**config.mk**
```make
export PLATFORM = sky130hd
export DESIGN_NAME = temp_sample_sched
export DESIGN_NICKNAME = d
export VERILOG_FILES = /design/src/rtl/temp_sched_pkg.sv /design/src/rtl/temp_period_timer.sv /design/src/rtl/temp_sample_sched.sv
export SDC_FILE = /design/constraint.sdc
export NUM_CORES = 1
export LEC_CHECK = 0
export CAP_MARGIN = 25
export CORE_ASPECT_RATIO = 0.6
export CORE_UTILIZATION = 49
export CTS_CLUSTER_DIAMETER = 50
export DETAILED_ROUTE_END_ITERATION = 8
export GPL_ROUTABILITY_DRIVEN = 0
export GPL_TIMING_DRIVEN = 0
export PLACE_DENSITY_LB_ADDON = 0.1
export SETUP_SLACK_MARGIN = 0.02
export SYNTH_ARGS = -nofsm -noshare
export SYNTH_HDL_FRONTEND = slang
export SYNTH_SLANG_ARGS = --single-unit
```
**constraint.sdc**
```tcl
create_clock -name clk -period 3.2 [get_ports clk]
set_input_delay 0.32 -clock clk [delete_from_list [all_inputs] [get_ports clk]]
set_output_delay 0.32 -clock clk [all_outputs]
set_load 0.05 [all_outputs]
```
**src/rtl/temp_sched_pkg.sv**
```systemverilog
// Shared types and helpers for the round-robin temperature sampling scheduler.
package temp_sched_pkg;

    typedef enum logic [1:0] {IDLE, REQ, OUT, NEXT} state_t;

    localparam int DEF_DATA_W = 8;

    function automatic int chan_w(input int n);
        return $clog2(n);
    endfunction

endpackage

```
**src/rtl/temp_period_timer.sv**
```systemverilog
// Free-running period timer: one-cycle tick every PERIOD cycles while enabled.
module temp_period_timer #(
    parameter int PERIOD = 1000
) (
    input  logic clk,
    input  logic rst,
    input  logic enable,
    output logic tick
);

    localparam int CNT_W = $clog2(PERIOD);
    localparam logic [CNT_W-1:0] LAST = CNT_W'(PERIOD - 1);

    logic [CNT_W-1:0] cnt;

    always_ff @(posedge clk or posedge rst) begin
        if (rst)
            cnt <= '0;
        else if (!enable || cnt == LAST)
            cnt <= '0;
        else
            cnt <= cnt + 1'b1;
    end

    assign tick = enable && (cnt == LAST);

endmodule

```
**src/rtl/temp_sample_sched.sv**
```systemverilog
// Polls N_SENS sensors in turn each period and feeds their readings to a shared averager.
module temp_sample_sched
    import temp_sched_pkg::*;
#(
    parameter int N_SENS  = 4,
    parameter int DATA_W  = DEF_DATA_W,
    parameter int PERIOD  = 1000,
    parameter int TIMEOUT = 16
) (
    input  logic                        clk,
    input  logic                        rst,
    input  logic                        enable,
    output logic [N_SENS-1:0]           sens_req,
    input  logic [N_SENS-1:0]           sens_ack,
    input  logic [N_SENS*DATA_W-1:0]    sens_data,
    output logic                        avg_valid,
    input  logic                        avg_ready,
    output logic [chan_w(N_SENS)-1:0]   avg_chan,
    output logic [DATA_W-1:0]           avg_data,
    output logic                        round_done,
    output logic [N_SENS-1:0]           timeout_err,
    output logic                        overrun,
    input  logic                        err_clr
);

    localparam int CW   = chan_w(N_SENS);
    localparam int WT_W = $clog2(TIMEOUT + 1);
    localparam logic [CW-1:0]   LAST_CH = CW'(N_SENS - 1);
    localparam logic [WT_W-1:0] WT_LAST = WT_W'(TIMEOUT - 1);

    state_t            state, state_nxt;
    logic [CW-1:0]     ch;
    logic [WT_W-1:0]   wcnt;
    logic              tick;
    logic              capture;
    logic              to_set;
    logic              last_ch;
    logic [N_SENS-1:0] ch_onehot;

    temp_period_timer #(.PERIOD(PERIOD)) u_timer (
        .clk    (clk),
        .rst    (rst),
        .enable (enable),
        .tick   (tick)
    );

    assign last_ch   = (ch == LAST_CH);
    assign ch_onehot = {{(N_SENS-1){1'b0}}, 1'b1} << ch;

    always_comb begin
        state_nxt  = state;
        capture    = 1'b0;
        to_set     = 1'b0;
        round_done = 1'b0;
        sens_req   = '0;
        avg_valid  = 1'b0;
        case (state)
            IDLE: if (tick) state_nxt = REQ;
            REQ: begin
                sens_req = ch_onehot;
                // A late ack on the final wait cycle still counts as an answer.
                if (sens_ack[ch]) begin
                    capture   = 1'b1;
                    state_nxt = OUT;
                end else if (wcnt == WT_LAST) begin
                    to_set    = 1'b1;
                    state_nxt = NEXT;
                end
            end
            OUT: begin
                avg_valid = 1'b1;
                if (avg_ready) state_nxt = NEXT;
            end
            NEXT: begin
                round_done = last_ch;
                state_nxt  = last_ch ? IDLE : REQ;
            end
            default: state_nxt = IDLE;
        endcase
    end

    always_ff @(posedge clk or posedge rst) begin
        if (rst) begin
            state       <= IDLE;
            ch          <= '0;
            wcnt        <= '0;
            avg_chan    <= '0;
            avg_data    <= '0;
            timeout_err <= '0;
            overrun     <= 1'b0;
        end else begin
            state <= state_nxt;
            wcnt  <= (state == REQ) ? wcnt + 1'b1 : '0;
            if (state == NEXT)
                ch <= last_ch ? '0 : ch + 1'b1;
            if (capture) begin
                avg_data <= sens_data[ch*DATA_W +: DATA_W];
                avg_chan <= ch;
            end
            // New errors take priority over a coincident clear.
            timeout_err <= (err_clr ? '0 : timeout_err) | (to_set ? ch_onehot : '0);
            overrun     <= (overrun & ~err_clr) | (tick && state != IDLE);
        end
    end

endmodule

```
==> impl_metrics.py, run 1 <==
metrics = {
    "min_path": {
        "hp-class": "in2async",
    },
    "drt": {
        "viasPerCell": 5.35,
        "wl_um": 4310,
        "routedWlPerCell_um": 16.2,
        "dr.pass1.iters": 4,
        "drc": 0,
        "num_vias": 1418,
        "drtAntennaViolNets": 0,
        "drt-initial-drc-count": 106,
    },
    "yosys": {
        "yosysUniqueCellTypes": 31,
        "synth-edff-count": 0,
        "postSynthAreaPerCell_um2": 12.2,
        "muxShareOfSynthArea_pct": 18.2,
        "yosysTopAreaCell": "dfrtp_1",
        "ys_ff_latch": 34,
        "synthAdderAreaFrac_pct": 8.17,
        "synth_nets": 203,
        "netlist.area_leader.share_pct": 46.3,
        "synth_flop_cell": "dfrtp_1",
        "synthSimpleGateAreaFrac_pct": 14.6,
        "ys_async_sr_fraction_pct": 100,
        "synth_top_family_by_area": "multiplexers",
        "yosysSeqAreaShare_pct": 46.3,
        "yosysWarnings": 0,
        "synthTopCellsByArea": "dfrtp_1 (46%), mux4_2 (11%), ha_1 (8.2%), mux2_2 (4.9%), and2_1 (3.4%)",
        "synth_compound_area_share_pct": 4.97,
        "synthXorXnorAreaFrac_pct": 4.77,
        "synth_cells": 150,
        "mappedNetlistArea_um2": 1840,
    },
    "critical_path": {
        "reg2regPathDepth": 5,
        "cp_max_fo": 10,
        "cp.arrival_ns": 2.38,
        "critPathRequiredTime_ns": 2.88,
        "timing.rr.end": "state[1]$_DFFE_PP0P_",
        "r2r-start": "u_timer.cnt[0]$_DFF_PP0_",
        "critPathLaunchType": "register",
        "endpoint_kind": "output port",
        "regToRegSetupSlack_ns": 1.17,
        "crit_type": "reg2out",
    },
    "cts": {
        "insertion_delay_ns": 0.29,
        "postCtsHoldBufs": 0,
        "cts_resized": 0,
        "clock_path_buffers": 2,
        "clk_pin_slew_worst_paths_ns": 0.08,
        "cts_tree": "yes",
        "htree_levels": 2,
        "post_cts_buffers": 0,
        "clock-sinks": 34,
        "cts-root-buf": "clkbuf_8",
        "numCtsBuffers": 5,
    },
    "global_route": {
        "antenna_found_initial": 0,
        "grt-ovfl-total": 0,
        "grt_pass1_vias": 1460,
        "grt_pass1_wl_um": 6980,
        "grt_util_all_layers_pct": 24.0,
        "grt_max_degree": 24,
    },
    "floorplan": {
        "rows": 16,
        "io_pins": 62,
        "die_area_um2": 4010,
        "die_w_um": 81.0,
        "start_util_pct": 53.7,
        "core_area_um2": 3420,
        "die_h_um": 49.4,
    },
    "power": {
        "power.density_nw_per_um2": 790,
        "p_leak_uw": 0.00114,
        "ir_worst_vdd_v": 0.000562,
        "total_power_uw": 2070,
    },
    "placed_design": {
        "place_inst": 257,
        "port_buffers": 61,
        "place_area_um2": 2530,
        "dp_hpwl_um": 3480,
        "dp_slack_ns": 0.767,
    },
    "finish": {
        "fillers": 233,
        "finish.instance_area_um2": 2630,
        "area_growth_pct": 43.0,
        "final_common_cell": "clkdlybuf4s50_1",
        "nets": 272,
        "seqCellArea_um2": 851,
        "multiInputGateArea_um2": 931,
        "drive_gt1_share_pct": 13.6,
        "final_cell_mix": "clkdlybuf4s50_1 (61), dfrtp_1 (34), ha_1 (12), nor2_1 (10), and2_1 (10)",
        "layout.cells.non_filler": 265,
        "diodes": 0,
    },
    "timing": {
        "setup_viol": 0,
        "period_minus_slack_ns": 2.70,
        "hold_violations": 0,
        "min_period_over_period_pct": 84.4,
        "setup-tns-final_ns": 0,
        "finClkSkew_ns": 0.00704,
        "fmax_mhz": 370,
        "grt_setup_unrepaired": "no",
        "slew_headroom_pct": 64.9,
        "layout_setup_ws_ns": 0.500,
        "worst_pin_slew_ns": 0.526,
        "finalMaxSlewViolations": 0,
    },
    "run": {
        "cap_violations": 0,
    },
    "run_status": {
        "run_status": "finished, final reports clean",
    },
}
[how the worst max path moves through the flow]
| stage | from | to | slack [ns] |
|---|---|---|---|
| floorplan | state[0]$_DFFE_PP0P_ | state[1]$_DFFE_PP0P_ | 1.44 |
| global placement | ch[0]$_DFFE_PP0P_ | sens_req[0] | 0.80 |
| detailed placement | ch[0]$_DFFE_PP0P_ | sens_req[0] | 0.77 |
| CTS | ch[0]$_DFFE_PP0P_ | sens_req[0] | 0.46 |
| global route | ch[0]$_DFFE_PP0P_ | sens_req[0] | 0.33 |
| finish | state[1]$_DFFE_PP0P_ | sens_req[0] | 0.50 |
[synth_stat cells, drive strengths merged (2+ instances only)]
cell type,instances
a22o,4
and2,10
and3,2
buf,3
dfrtp,34
ha,12
inv,9
mux2,9
mux2i,3
mux4,9
nand2,7
nand2b,2
nand3,6
nand4,3
nand4b,2
nor2,10
nor2b,3
o21ai,3
xnor2,3
xor2,7
[kinds of logic after synthesis]
| family | count (synthesis) |
|---|---|
| simple gates | 49 |
| flops | 34 |
| mux | 21 |
| buf+inv | 13 |
| fa+ha+maj | 12 |
| compound gates | 11 |
| xor+xnor | 10 |
[layout make-up]
type	instances	area share, %
Inverter	9	1.29
Clock buffer	6	3.14
Multi-Input combinational cell	103	35.4
Sequential cell	34	32.4
Clock inverter	2	0.476
Tap cell	45	2.14
Buffer	4	0.810
Timing Repair Buffer	62	24.3
[registers in the layout, summed over array words and instances (netlist names)]
name / cells
u_timer.cnt: 10
ch: 2
avg_chan: 2
timeout_err: 4
state: 2
wcnt: 5
overrun: 1
avg_data: 8
[worst max-delay path, cell delays in order, from the launching register on]
cell,delay (ns)
dfrtp_1,0.41
inv_1,0.12
ha_1,0.21
clkbuf_1,0.35
and2_1,0.19
clkdlybuf4s50_1,0.81
[per-stage QoR]
step                      hold WS, ns  utilization (%)
after floorplan                 0.432                -
after global placement          0.446             73.1
after detailed placement        0.469             73.9
after CTS                       0.402             76.7
after global routing            0.422             76.7
final                           0.373             76.7
[per-layer routing]
metal / share of wire (%) / vias up / GRT usage [%]
met3: 6.7 / 3 / 7.10
met1: 44 / 691 / 30.6
met5: 0 / - / 0
met2: 49 / 54 / 40.9
li1: - / 670 / -
met4: 0.53 / 0 / 3.57
[power breakdown]
group          switching [uW]  internal, uW
sequential               76.6           536
combinational             632           493
clock                     164           173
total                     872          1200
Power figures use the tool's default switching activity.
==> inputs of run 2 (changes only) <==
--- a/config.mk
+++ b/config.mk
@@ -7,7 +7,7 @@
 export LEC_CHECK = 0
 export CAP_MARGIN = 25
 export CORE_ASPECT_RATIO = 0.6
-export CORE_UTILIZATION = 49
+export CORE_UTILIZATION = 45
 export CTS_CLUSTER_DIAMETER = 50
 export DETAILED_ROUTE_END_ITERATION = 8
 export GPL_ROUTABILITY_DRIVEN = 0
==> constraint.sdc (replaced) <==
create_clock -name clk -period 2.7 [get_ports clk]
set_input_delay 0.27 -clock clk [delete_from_list [all_inputs] [get_ports clk]]
set_output_delay 0.27 -clock clk [all_outputs]
set_load 0.05 [all_outputs]
==> run 2 against run 1 <==
Against the previous run:
- the flow now finishes with violations (DRC)
- critical path depth is the same
- worst hold slack gained 0.014 ns
- sequential share of layout area shrank 0.58 points
- clock-buffer cell count shrank 1
- non-clock buffer count is the same
- sequential cell count is the same
- first-iteration DRC count shrank 34%
- critical endpoint unchanged
- largest cell class unchanged
==> impl_metrics.py, run 2 (synthesis results as in run 1) <==
metrics = {
    "finish": {
        "nets": 272,
        "finish.instance_area_um2": 2670,
        "multiInputGateArea_um2": 931,
        "area_growth_pct": 45.6,
        "largest_reg_flops": 10,
        "fin_util_pct": 70.6,
        "reg.largest.list": "u_timer.cnt (10), avg_data (8), wcnt (5)",
        "layout.cells.non_filler": 267,
        "fillers": 270,
        "diodes": 0,
        "seqCellArea_um2": 851,
        "regMostFlops": "u_timer.cnt",
        "final_common_cell": "clkdlybuf4s50_1",
        "drive_gt1_share_pct": 13.6,
        "final_cell_mix": "clkdlybuf4s50_1 (57), dfrtp_1 (34), ha_1 (12), nor2_1 (10), and2_1 (10)",
    },
    "critical_path": {
        "crit_type": "reg2out",
        "critPathLaunchType": "register",
        "cp_max_fo": 10,
        "cpMaxStageDelayCell": "dfrtp_1",
        "r2r-start": "u_timer.cnt[0]$_DFF_PP0_",
        "critPathRequiredTime_ns": 2.43,
        "reg2regPathDepth": 5,
        "regToRegSetupSlack_ns": 0.67,
        "timing.rr.end": "state[1]$_DFFE_PP0P_",
        "cp_cell_sequence": "buf_2 -> inv_1 -> ha_1 -> and2_1 -> dlygate4sd2_1",
        "endpoint_kind": "output port",
        "cp.arrival_ns": 2.09,
        "critical_path.max_stage_delay_ns": 0.47,
    },
    "power": {
        "power.share.clock_pct": 21.7,
        "power.density_nw_per_um2": 980,
        "p_seq_share_pct": 27.8,
        "netSwitchingPower_uw": 1040,
        "comb_power_share_pct": 50.5,
        "intPower_uw": 1580,
        "p_leak_uw": 0.00121,
        "p_sw_share_pct": 39.6,
        "ir_worst_vdd_v": 0.000778,
    },
    "drt": {
        "drc": 3,
        "wl_um": 4350,
        "dr.pass1.iters": 6,
        "drtAntennaViolNets": 0,
        "drt-initial-drc-count": 70,
        "num_vias": 1434,
        "viasPerCell": 5.37,
        "routedWlPerCell_um": 16.3,
    },
    "placed_design": {
        "dp_hpwl_um": 3490,
        "place_area_um2": 2530,
        "place_inst": 259,
        "port_buffers": 61,
    },
    "floorplan": {
        "die_area_um2": 4350,
        "core_area_um2": 3790,
        "die_h_um": 51.5,
        "die_w_um": 84.5,
        "rows": 17,
        "start_util_pct": 48.5,
        "io_pins": 62,
    },
    "min_path": {
        "hp-class": "in2async",
    },
    "timing": {
        "setup-tns-final_ns": 0,
        "grt_setup_unrepaired": "no",
        "slew_headroom_pct": 53.4,
        "period_minus_slack_ns": 2.36,
        "worst_pin_slew_ns": 0.698,
        "finalMaxSlewViolations": 0,
        "fmax_mhz": 424,
        "setup_viol": 0,
        "hold_violations": 0,
        "finClkSkew_ns": 0.00886,
        "min_period_over_period_pct": 87.4,
    },
    "cts": {
        "cts-root-buf": "clkbuf_8",
        "post_cts_buffers": 0,
        "cts_tree": "yes",
        "numCtsBuffers": 5,
        "htree_levels": 2,
        "insertion_delay_ns": 0.29,
        "clock_path_buffers": 2,
        "clk_pin_slew_worst_paths_ns": 0.08,
        "clock-sinks": 34,
    },
    "run_status": {
        "run_status": "finished with violations",
        "violations": "DRC",
    },
    "global_route": {
        "grt_pass1_wl_um": 6930,
        "grt_util_all_layers_pct": 21.8,
        "grt-ovfl-total": 0,
        "grt_pass1_vias": 1425,
        "antenna_found_initial": 0,
        "grt_max_degree": 20,
    },
    "run": {
        "cap_violations": 0,
    },
}
## run 2: cell count changes in the layout (fill, tap and decap cells not counted), sizes merged
cell | before | now
bufinv | 0 | 2
clkbuf | 7 | 6
clkdlybuf4s50 | 61 | 57
clkinvlp | 1 | 0
dlygate4sd2 | 0 | 2
dlymetal6s2s | 0 | 2
## run 2: worst max-delay path by stage
| stage | slack [ns] | start | endpoint | cells past startpoint |
|---|---|---|---|---|
| 3_3_place_gp | 0.35 | ch[0]$_DFFE_PP0P_ | sens_req[0] | 5 |
| 3_5_place_dp | 0.32 | ch[0]$_DFFE_PP0P_ | sens_req[0] | 5 |
| 5_1_grt | 0.16 | ch[0]$_DFFE_PP0P_ | sens_req[0] | 5 |
| 2_1_floorplan | 0.94 | state[0]$_DFFE_PP0P_ | state[1]$_DFFE_PP0P_ | 5 |
| 6_report | 0.34 | ch[0]$_DFFE_PP0P_ | sens_req[0] | 5 |
| 4_1_cts | 0.08 | state[1]$_DFFE_PP0P_ | sens_req[1] | 5 |
## run 2: timing repair
action                                  4_1_cts  5_1_grt
gates resized for setup                       2        2
hold buffers                                  0        0
endpoints found under the setup margin        2        2
## run 2: critical path: cells and delay by family, from the launching register on
| kind | cells | cell delay [ns] |
|---|---|---|
| and+or+nand+nor | 1 | 0.15 |
| buffers and inverters | 3 | 0.94 |
| adders and majority gates | 1 | 0.25 |
| DFF | 1 | 0.47 |
## run 2: final cells by class
class	instances	area share [%]
multi-input cells	103	34.8
flip-flops and latches	34	31.8
repair buffers	62	24.0
clock buffers	5	2.57
clock inverters	3	2.57
well taps	47	2.20
inverters	9	1.26
plain buffers	4	0.796
## run 2: per-layer routing
metal	wire length [um]	part of all wire (%)	GRT usage, %
met1	1940	45	28.1
met4	44	1.0	7.63
met2	2170	50	36.6
met5	0	0	0
met3	203	4.7	5.33
## run 2: through the flow
step                      hold slack [ns]  total power [uW]  worst slack [ns]
after CTS                           0.408              2660            0.0840
after floorplan                     0.399              1660             0.937
after global routing                0.466              2760             0.156
final                               0.387              2620             0.339
after detailed placement            0.475              2090             0.322
after global placement              0.445              2030             0.351
## run 2: power by group through the flow
stage	clock [uW]	sequential [uW]	combinational (uW)
global route	604	751	1410
detailed placement	0	741	1340
global placement	0	729	1300
CTS	583	733	1340
finish	569	729	1320
floorplan	0	983	680
==> inputs of run 3 (changes only) <==
--- a/config.mk
+++ b/config.mk
@@ -9,6 +9,7 @@
 export CORE_ASPECT_RATIO = 0.6
 export CORE_UTILIZATION = 45
 export CTS_CLUSTER_DIAMETER = 50
+export CTS_CLUSTER_SIZE = 40
 export DETAILED_ROUTE_END_ITERATION = 8
 export GPL_ROUTABILITY_DRIVEN = 0
 export GPL_TIMING_DRIVEN = 0
==> constraint.sdc (replaced) <==
create_clock -name clk -period 2.5 [get_ports clk]
set_input_delay 0.25 -clock clk [delete_from_list [all_inputs] [get_ports clk]]
set_output_delay 0.25 -clock clk [all_outputs]
set_load 0.05 [all_outputs]
==> run 3 against run 2 <==
Against the previous run:
- the run still ends with DRC left
- non-clock buffer count unchanged
- die area did not move
- worst hold slack got worse by 0.021 ns
- clock skew about the same
- cell area down 0.19%
- core utilization fell by 0.13 points
- highest routed layer unchanged
- wire length shrank 0.60%
- critical path depth unchanged
- largest cell class unchanged
- clock-buffer cell count stayed put
- sequential share of layout area rose by 0.060 points
- register-to-register slack got worse by 0.20 ns
- final cell count did not move
==> impl_metrics.py, run 3 (synthesis results as in run 1) <==
metrics = {
    "timing": {
        "slew_headroom_pct": 53.7,
        "setup-tns-final_ns": 0,
        "fmax_mhz": 431,
        "hold_violations": 0,
        "period_minus_slack_ns": 2.32,
        "min_period_over_period_pct": 92.7,
        "worst_pin_slew_ns": 0.694,
        "finalMaxSlewViolations": 0,
        "setup_viol": 0,
        "finClkSkew_ns": 0.00893,
        "grt_setup_unrepaired": "no",
    },
    "drt": {
        "wl_um": 4320,
        "viasPerCell": 5.37,
        "routedWlPerCell_um": 16.2,
        "drtAntennaViolNets": 0,
        "dr.pass1.iters": 6,
        "drt-initial-drc-count": 83,
        "num_vias": 1434,
        "drc": 3,
    },
    "global_route": {
        "grt-ovfl-total": 0,
        "grt_util_all_layers_pct": 21.8,
        "grt_pass1_vias": 1425,
        "antenna_found_initial": 0,
        "grt_max_degree": 20,
        "grt_pass1_wl_um": 6930,
    },
    "floorplan": {
        "rows": 17,
        "start_util_pct": 48.5,
        "die_w_um": 84.5,
        "die_h_um": 51.5,
        "io_pins": 62,
        "die_area_um2": 4350,
        "core_area_um2": 3790,
    },
    "finish": {
        "final_cell_mix": "clkdlybuf4s50_1 (57), dfrtp_1 (34), ha_1 (12), nor2_1 (10), and2_1 (10)",
        "area_growth_pct": 45.3,
        "nets": 272,
        "diodes": 0,
        "final_common_cell": "clkdlybuf4s50_1",
        "largest_reg_flops": 10,
        "layout.cells.non_filler": 267,
        "fillers": 271,
        "drive_gt1_share_pct": 13.6,
        "reg.largest.list": "u_timer.cnt (10), avg_data (8), wcnt (5)",
        "regMostFlops": "u_timer.cnt",
    },
    "power": {
        "power.density_nw_per_um2": 1060,
        "intPower_uw": 1710,
        "comb_power_share_pct": 50.4,
        "ir_worst_vdd_v": 0.000840,
        "p_seq_share_pct": 27.8,
        "power.share.clock_pct": 21.7,
        "netSwitchingPower_uw": 1120,
        "p_sw_share_pct": 39.6,
        "p_leak_uw": 0.00118,
    },
    "critical_path": {
        "crit_type": "reg2out",
        "cp_max_fo": 10,
        "critPathLaunchType": "register",
        "critPathRequiredTime_ns": 2.25,
        "cp.arrival_ns": 2.07,
        "critical_path_buf_inv_count": 3,
        "critical_path.max_stage_delay_ns": 0.53,
        "cp_cell_sequence": "inv_1 -> ha_1 -> clkbuf_1 -> and2_1 -> dlygate4sd2_1",
        "endpoint_kind": "output port",
        "cpLargestDelayFamily": "buffers and inverters",
        "cpMaxStageDelayCell": "dlygate4sd2_1",
    },
    "run_status": {
        "run_status": "finished with violations",
        "violations": "DRC",
    },
    "cts": {
        "insertion_delay_ns": 0.29,
        "post_cts_buffers": 0,
        "cts_tree": "yes",
        "htree_levels": 2,
        "clk_pin_slew_worst_paths_ns": 0.08,
        "numCtsBuffers": 5,
        "clock-sinks": 34,
        "cts-root-buf": "clkbuf_8",
        "postCtsHoldBufs": 0,
        "clock_path_buffers": 2,
    },
    "run": {
        "cap_violations": 0,
    },
    "placed_design": {
        "dp_hpwl_um": 3490,
        "port_buffers": 61,
        "place_inst": 259,
    },
    "min_path": {
        "hp-class": "in2async",
    },
}
run 3: stage by stage:
| stage | setup slack, ns | util [%] | total power [uW] | instance area (um2) | hold slack (ns) |
|---|---|---|---|---|---|
| finish | 0.182 | 70.5 | 2830 | 2670 | 0.365 |
| global route | 0.0647 | 70.5 | 2980 | 2670 | 0.446 |
| CTS | 0.0942 | 70.4 | 2860 | 2670 | 0.388 |
| detailed placement | 0.142 | 66.9 | 2250 | 2530 | 0.475 |
| global placement | 0.171 | 66.2 | 2190 | 2510 | 0.445 |
| floorplan | 0.737 | - | 1800 | 1840 | 0.379 |
run 3: power by group through the flow:
stage	Sequential [uW]	Combinational (uW)	Clock [uW]
floorplan	1060	735	0
global placement	787	1410	0
detailed placement	800	1450	0
CTS	792	1440	630
global route	812	1520	653
finish	787	1430	614
run 3: cell type report:
class | count | area (um2) | area share, %
buffer | 4 | 23.8 | 0.891
clock buffer | 5 | 68.8 | 2.58
clock inverter | 3 | 68.8 | 2.58
inverter | 9 | 33.8 | 1.27
multi-input combinational | 103 | 931 | 34.9
sequential | 34 | 851 | 31.9
tap | 47 | 58.8 | 2.20
timing repair buffer | 62 | 633 | 23.7
run 3: worst paths after layout:
check,slack (ns),cells after the start,to,startpoint
max,0.18,5,sens_req[1],state[1]$_DFFE_PP0P_
max reg2reg,0.47,5,state[1]$_DFFE_PP0P_,u_timer.cnt[0]$_DFF_PP0_
max in group asynchronous,1.60,3,timeout_err[0]$_DFF_PP0_,rst
min,0.37,2,u_timer.cnt[0]$_DFF_PP0_,rst
min in group clk,0.48,1,overrun$_DFF_PP0_,overrun$_DFF_PP0_
min reg2reg,0.48,1,overrun$_DFF_PP0_,overrun$_DFF_PP0_
run 3: what timing repair did:
item                                    4_1_cts  5_1_grt
endpoints found under the setup margin        4        2
gates resized for setup                       4        1
endpoints found under the hold margin         0        0
run 3: per-layer routing:
layer	up-vias	part of all wire (%)	global-route usage, %
met5	-	0	0
met4	0	1.0	7.63
met3	6	4.7	5.33
met2	35	50	36.6
met1	717	45	28.1
li1	676	-	-
